`src/rtl/pipe_pkg.sv`:
```
// Shared types for the forwarding/hazard unit: entry structs,
// select encoding and select-width derivation.
package pipe_pkg;

    // Widest register address the entry structs can carry.
    // Narrower REG_AW values are zero-extended into it.
    localparam int MAX_AW = 8;

    // Select value meaning "take the operand from the register file"
    localparam int FWD_RF = 0;

    typedef logic [MAX_AW-1:0] reg_t;

    // Write-side view of an entry: what the forward comparator needs
    typedef struct packed {
        logic valid;
        logic regwrite;
        reg_t rd;
    } src_t;

    typedef struct packed {
        logic load;
        src_t w;
    } post_t;

    typedef struct packed {
        logic load;
        reg_t rs;
        reg_t rt;
        src_t w;
    } ex_t;

    function automatic int sel_width(input int num_fwd);
        return $clog2(num_fwd + 1);
    endfunction

    function automatic logic is_producer(input src_t w, input reg_t r);
        return w.valid & w.regwrite & (w.rd != '0) & (w.rd == r);
    endfunction

endpackage

```
`src/rtl/fwd_select.sv`:
```
// Priority comparator: picks the youngest post-EX producer of src.
// Ports: src (register read in EX), w (entries 1..N), sel (0 = RF).
module fwd_select
    import pipe_pkg::*;
#(
    parameter int NUM_FWD = 2,
    parameter int SEL_W   = sel_width(NUM_FWD)
) (
    input  reg_t                   src,
    input  src_t [NUM_FWD-1:0]     w,
    output logic [SEL_W-1:0]       sel
);

    // Scan oldest to youngest so the lowest index is left in sel
    always_comb begin
        sel = SEL_W'(FWD_RF);
        for (int k = NUM_FWD; k >= 1; k--) begin
            if (is_producer(w[k-1], src)) begin
                sel = SEL_W'(k);
            end
        end
    end

endmodule

```
`src/rtl/fwd_hazard_unit.sv`:
```
// Tracks in-flight destinations; drives EX bypass selects, load-use
// stall and a saturating stall counter.
// Ports: clk, rst_n, ID fields (id_*), flush, freeze -> stall,
//        fwd_a, fwd_b, stall_cnt (cleared by stall_cnt_clr).
module fwd_hazard_unit
    import pipe_pkg::*;
#(
    parameter int REG_AW     = 5,
    parameter int NUM_FWD    = 2,
    parameter int LOAD_STAGE = 2,
    parameter int CNT_W      = 16,
    parameter int SEL_W      = sel_width(NUM_FWD)
) (
    input  logic              clk,
    input  logic              rst_n,
    input  logic              id_valid,
    input  logic [REG_AW-1:0] id_rs,
    input  logic [REG_AW-1:0] id_rt,
    input  logic [REG_AW-1:0] id_rd,
    input  logic              id_regwrite,
    input  logic              id_memread,
    input  logic              flush,
    input  logic              freeze,
    output logic              stall,
    output logic [SEL_W-1:0]  fwd_a,
    output logic [SEL_W-1:0]  fwd_b,
    output logic [CNT_W-1:0]  stall_cnt,
    input  logic              stall_cnt_clr
);

    ex_t                  ex_q;
    post_t [NUM_FWD-1:0]  p_q;
    src_t  [NUM_FWD-1:0]  p_w;

    reg_t rs_w;
    reg_t rt_w;
    logic haz_rs;
    logic haz_rt;

    assign rs_w = reg_t'(id_rs);
    assign rt_w = reg_t'(id_rt);

    always_comb begin
        for (int k = 0; k < NUM_FWD; k++) begin
            p_w[k] = p_q[k].w;
        end
    end

    fwd_select #(.NUM_FWD(NUM_FWD), .SEL_W(SEL_W)) u_sel_a (
        .src (ex_q.rs),
        .w   (p_w),
        .sel (fwd_a)
    );

    fwd_select #(.NUM_FWD(NUM_FWD), .SEL_W(SEL_W)) u_sel_b (
        .src (ex_q.rt),
        .w   (p_w),
        .sel (fwd_b)
    );

    // A load at post-EX index k reaches the forwardable stage after
    // LOAD_STAGE-k more edges; a consumer entering EX next edge still
    // has to wait while k+1 < LOAD_STAGE (EX counts as k = 0).
    always_comb begin
        haz_rs = 1'b0;
        haz_rt = 1'b0;
        if (LOAD_STAGE > 1 && ex_q.load) begin
            haz_rs = is_producer(ex_q.w, rs_w);
            haz_rt = is_producer(ex_q.w, rt_w);
        end
        for (int k = 1; k <= NUM_FWD; k++) begin
            if (k + 1 < LOAD_STAGE && p_q[k-1].load) begin
                haz_rs = haz_rs | is_producer(p_q[k-1].w, rs_w);
                haz_rt = haz_rt | is_producer(p_q[k-1].w, rt_w);
            end
        end
    end

    assign stall = id_valid & ~flush & ~freeze & (haz_rs | haz_rt);

    always_ff @(posedge clk or negedge rst_n) begin
        if (!rst_n) begin
            ex_q <= '0;
            p_q  <= '0;
        end else if (!freeze) begin
            for (int k = NUM_FWD - 1; k >= 1; k--) begin
                p_q[k] <= p_q[k-1];
            end
            p_q[0].load <= ex_q.load;
            p_q[0].w    <= ex_q.w;
            if (stall || flush || !id_valid) begin
                ex_q <= '0;
            end else begin
                ex_q.load       <= id_memread;
                ex_q.rs         <= rs_w;
                ex_q.rt         <= rt_w;
                ex_q.w.valid    <= 1'b1;
                ex_q.w.regwrite <= id_regwrite;
                ex_q.w.rd       <= reg_t'(id_rd);
            end
        end
    end

    // stall is already 0 while frozen, so the count holds then too
    always_ff @(posedge clk or negedge rst_n) begin
        if (!rst_n) begin
            stall_cnt <= '0;
        end else if (stall_cnt_clr) begin
            stall_cnt <= '0;
        end else if (stall && stall_cnt != '1) begin
            stall_cnt <= stall_cnt + CNT_W'(1);
        end
    end

endmodule
```
`config.mk`:
```
export PLATFORM = sky130hd
export DESIGN_NAME = fwd_hazard_unit
export DESIGN_NICKNAME = d
export VERILOG_FILES = /design/src/rtl/pipe_pkg.sv /design/src/rtl/fwd_select.sv /design/src/rtl/fwd_hazard_unit.sv
export SDC_FILE = /design/constraint.sdc
export NUM_CORES = 1
export LEC_CHECK = 0
export BUFFER_PORTS_ARGS = -buffer_cell sky130_fd_sc_hd__buf_2
export CAP_MARGIN = 0
export CELL_PAD_IN_SITES_DETAIL_PLACEMENT = 0
export CELL_PAD_IN_SITES_GLOBAL_PLACEMENT = 1
export CORE_MARGIN = 2
export CORE_UTILIZATION = 47
export DETAILED_ROUTE_END_ITERATION = 10
export MAX_ROUTING_LAYER = met4
export PLACE_DENSITY = 0.91
export SLEW_MARGIN = 20
export SYNTH_ARGS = -nofsm -noshare
export SYNTH_HDL_FRONTEND = slang
export SYNTH_SLANG_ARGS = --single-unit
export TNS_END_PERCENT = 50
```
`constraint.sdc`:
```
create_clock -name clk -period 3.9 [get_ports clk]
set_input_delay 0.78 -clock clk [delete_from_list [all_inputs] [get_ports clk]]
set_output_delay 0.78 -clock clk [all_outputs]
set_load 0.005 [all_outputs]
```
### Yosys cells after proc, flatten, opt, wreduce, memory -nomap -nowiden

Index checks and enable logic that the tools add are counted.

* register bits: 63
* latch bits: 0
* memory bits (writable): 0
* ROM bits: 0
* input bits: 23
* output and inout bits: 21
* memories: 0

* add/sub/neg operators: 1
* multiply operators: 0
* divide/modulo/power cells: 0
* $lt $le $gt $ge: 0
* eq/ne operators: 7
* shifts and indexed selects: 0
* multiplexer cells: 9
* bitwise operators: 18
* reduce and logical (&&, ||, !) cells: 8

Operator list (number)
* equality test 8 bit: 4
* 2-to-1 mux 16 bit: 2
* 2-to-1 mux 27 bit: 1
* nonzero test 8 bit: 3
* adder 16 x 1 -> 16 bit (second input constant): 1
* equality test 8 x 5 -> 1 bit: 2
* != test 16 bit (second input constant): 1
* AND 1 bit: 15
* 2-to-1 mux 2 bit: 4
* logical OR 1 bit: 2
* 2-to-1 mux 1 bit: 2
* NOT 1 bit: 2
* nonzero test 2 bit: 1
* logical AND 1 bit: 1
* logical NOT 1 bit: 1
* bitwise OR 1 bit: 1

### Logic depth before layout (Yosys ltp)

* depth after elaboration: 9
* depth in mapped cells: 9
* depth with buffers taken out: 6

### Cells and area by module

Synthesis repeated with hierarchy kept, for this count alone.

* cell total of the unflattened synthesis: 254
* area total of the unflattened synthesis: 2698.8 um^2

Modules (own cells, without submodules)
* fwd_hazard_unit: times used 1, cells an instance 192, area each 2218.4 um^2, seq. area each 1201.2 um^2
* fwd_select: times used 2, cells an instance 31, area each 240.2 um^2, seq. area each 0.0 um^2

### Least setup slack after synthesis

No wires, ideal clock.

* kind: input to output
* start point: input id_rt[3]
* end point: output stall
* arrival time: 1.745 ns
* required time: 3.120 ns
* path slack: 1.375 ns
* stages on the path: 6
* cells stage by stage: xor2_1 > nor3_1 > a22oi_2 > buf_4 > buf_2 > nor2_1

* longest elaborated chain between the ends: 5

RTL lines
* start: declaration: RTL line fwd_hazard_unit.sv:18 `input logic [REG_AW-1:0] id_rt,`
* equality test 8 x 5 -> 1 bit: RTL line pipe_pkg.sv:38 `return w.valid & w.regwrite & (w.rd != '0) & (w.rd == r);`
* AND 1 bit: RTL line pipe_pkg.sv:38
* 2-to-1 mux 1 bit: RTL line fwd_hazard_unit.sv:67 `if (LOAD_STAGE > 1 && ex_q.load) begin`
* bitwise OR 1 bit: RTL line fwd_hazard_unit.sv:79 `assign stall = id_valid & ~flush & ~freeze & (haz_rs | haz_rt);`
* AND 1 bit: RTL line fwd_hazard_unit.sv:79
* end: declaration: RTL line fwd_hazard_unit.sv:24 `output logic stall,`

Every way passes these cells.

### Worst setup path after layout

* start point: register, netlist name p_q[0]
* end point: output fwd_a[1]

* longest elaborated chain between the ends: 4

RTL lines
* nonzero test 8 bit: RTL line pipe_pkg.sv:38
* AND 1 bit: RTL line pipe_pkg.sv:38
* AND 1 bit (*): RTL line pipe_pkg.sv:38
* 2-to-1 mux 2 bit (*): RTL line fwd_select.sv:18 `if (is_producer(w[k-1], src)) begin`
* end: declaration: RTL line fwd_hazard_unit.sv:25 `output logic [SEL_W-1:0] fwd_a,`

Mark *: on every way between the ends. The rest lies on a longest branch, timed or not.

==> results.json <==
{
  "status": "completed",
  "crit_fanout": 5,
  "syn_to_final_growth_pct": 13.2,
  "fp.dieH_um": 78.1,
  "crit_chain": "or4_1 > o211ai_1 > nor4_1 > nor4_1 > buf_2",
  "drive_above_1_share_pct": 29.5,
  "drt_iter0_markers": 101,
  "vias": 1964,
  "fin_crit_ps": 2910,
  "initial_core_util_pct": 49.6,
  "critPathLaunchType": "register",
  "finalHoldViolations": 0,
  "routed_via_density": 5.76,
  "p_leak_nw": 1.38,
  "antenna_found_initial": 0,
  "hold_ws_ps": 475,
  "mostFrequentLayoutCells": "48 x dfrtp_1, 42 x buf_2, 24 x xor2_1",
  "avgSynthCellArea_um2": 11.2,
  "drc": 0,
  "crit_top_cell": "nor4_1",
  "ir_drop_mv": 0.199,
  "post-route-util_pct": 56.1,
  "worstPathArrival_ps": 2130,
  "fin_tns_setup_ps": 0,
  "critPathSlowestCell": "or4_1",
  "ys_ff_latch": 48,
  "tightest_slew_ps": 707,
  "grtUsageTotal_pct": 19.7,
  "hp-class": "primary input to asynchronous set/reset pin",
  "cts_tree": "built",
  "dpl.hpwl_um": 3870,
  "die_w_um": 78.1,
  "fin_nets": 294,
  "synthCells": 231,
  "antenna_left": 0,
  "post_cts_buffers": 0,
  "place_inst": 333,
  "fmax_ghz": 0.344,
  "finClkSkew_ps": 8.99,
  "ys_seq_area_share_pct": 46.6,
  "num_rows": 26,
  "worstSetupPathType": "register to output port",
  "h-tree-depth": 2,
  "cts-root-buf": "clkbuf_8",
  "yosysUniqueCellTypes": 44,
  "die_area_mm2": 0.00610,
  "synth_edf_count": 0,
  "grt_first_pass_wirelength_um": 9340,
  "cts_hold_buf": 0,
  "port_buffers": 43,
  "cts.sinks": 48,
  "syn_area_mm2": 0.00258,
  "nFillCells": 464,
  "cts_buffers": 5,
  "cts.clk_slew.worst_paths_ps": 90,
  "cts_buffer_depth": 2,
  "yosys_warnings": 0,
  "grt-ovfl-total": 0,
  "first_global_vias": 1844,
  "core_area_mm2": 0.00520,
  "p_per_area_mw_per_mm2": 337,
  "totalWireLength_um": 5600,
  "post_cts_resized": 0,
  "synthArstFlopShare_pct": 100,
  "slew_violations": 0,
  "timing.final.crit_share_pct": 74.6,
  "gp_congestion": 0.789,
  "layout_commonest_cell": "dfrtp_1",
  "maxSlewHeadroom_pct": 52.9,
  "rsz0062_at_grt": "no",
  "grt_max_degree": 49,
  "total_power_uw": 986,
  "num_antenna_cells": 0,
  "insertion_delay_ps": 310,
  "setup_viol": 0,
  "first_pass_iters": 4,
  "cap_viol_max_count": 0,
  "postSynthNetCount": 255,
  "slowest_delay_ps": 550,
  "io-pin-count": 44,
  "ys.flop_type": "dfrtp_1",
  "cp-end-kind": "output port",
  "crit_required_ps": 3120,
  "final_cells": 341,
  "wl_per_cell_um": 16.4
}
final timing paths:
kind	depth (start not counted)	from	slack (ps)	end
min in group clk	1	ex_q[26]	530	ex_q[26]
max	5	p_q[0]	990	fwd_a[1]
min reg2reg	1	ex_q[26]	530	ex_q[26]
min	1	rst_n	480	ex_q[0]
max in group asynchronous	1	rst_n	3020	stall_cnt[12]
max reg2reg	6	stall_cnt[0]	1550	stall_cnt[11]
metal layers:
metal	vias to the layer above	wire length [µm]	part of all wire [%]	global-route usage [%]
li1	936	-	-	-
met1	965	2740	49	29.0
met2	53	2530	45	28.3
met3	10	250	4.5	2.99
met4	0	87	1.6	6.32
met5	-	0	0	-
worst max-delay path, delay by kind of cell, from the launching register on:
family / cells / cell delay, ps
AOI/OAI and AO/OA: 1 / 260
buffers and inverters: 1 / 150
DFF: 1 / 470
and+or+nand+nor: 3 / 940
kinds of logic (layout without fill, tap and decap cells):
logic type	after synthesis	count (layout)	share of synthesized area [%]
XOR/XNOR	30	30	10.2
flip-flops	48	48	46.6
AND/OR/NAND/NOR	73	73	17.3
adder cells (fa/ha/maj)	1	1	0.485
AO/OA/AOI/OAI	44	44	13.4
buffers and inverters	16	56	3.25
multiplexers	19	19	8.83
power by group:
group	switching, mW	internal, mW
registers	0.0336	0.521
clock network	0.176	0.144
logic	0.0573	0.0546
cell usage after synthesis (2+ instances only):
| library cell | count | area, µm² |
|---|---|---|
| o211ai_1 | 2 | 15.0 |
| mux2_4 | 4 | 60.1 |
| nand2_1 | 8 | 30.0 |
| nor3_1 | 4 | 20.0 |
| nor2b_1 | 4 | 25.0 |
| o31ai_1 | 7 | 52.6 |
| nor2_1 | 11 | 41.3 |
| a22o_1 | 17 | 149 |
| or4_1 | 13 | 97.6 |
| mux2_2 | 14 | 158 |
| buf_2 | 4 | 20.0 |
| a21oi_1 | 8 | 40.0 |
| buf_6 | 2 | 22.5 |
| o31a_1 | 2 | 17.5 |
| dfrtp_1 | 48 | 1200 |
| clkbuf_1 | 5 | 18.8 |
| nand4_1 | 4 | 25.0 |
| nand3_1 | 8 | 40.0 |
| or3_1 | 2 | 12.5 |
| nor4_1 | 6 | 37.5 |
| xnor2_1 | 6 | 52.6 |
| nand2b_1 | 2 | 12.5 |
| nor4_2 | 3 | 37.5 |
| inv_1 | 4 | 15.0 |
| xor2_1 | 24 | 210 |
state kept, by name, summed over array words and instances (netlist names):
signal	count
ex_q	18
stall_cnt	16
p_q	14
final cells by class:
class	count	area [µm²]	share of cell area [%]
clock buffer	6	82.6	2.83
timing repair buffer	44	225	7.71
inverter	4	15.0	0.514
clock inverter	2	15.0	0.514
tap	70	87.6	3.00
sequential	48	1200	41.1
multi-input combinational	167	1290	44.3
through the flow:
stage,setup slack (ps),instance area (µm²)
2_1_floorplan,1370,2580
3_3_place_gp,1120,2820
3_5_place_dp,1090,2820
4_1_cts,985,2920
5_1_grt,853,2920
6_report,991,2920
No activity file was read; power rests on OpenSTA's default activity.
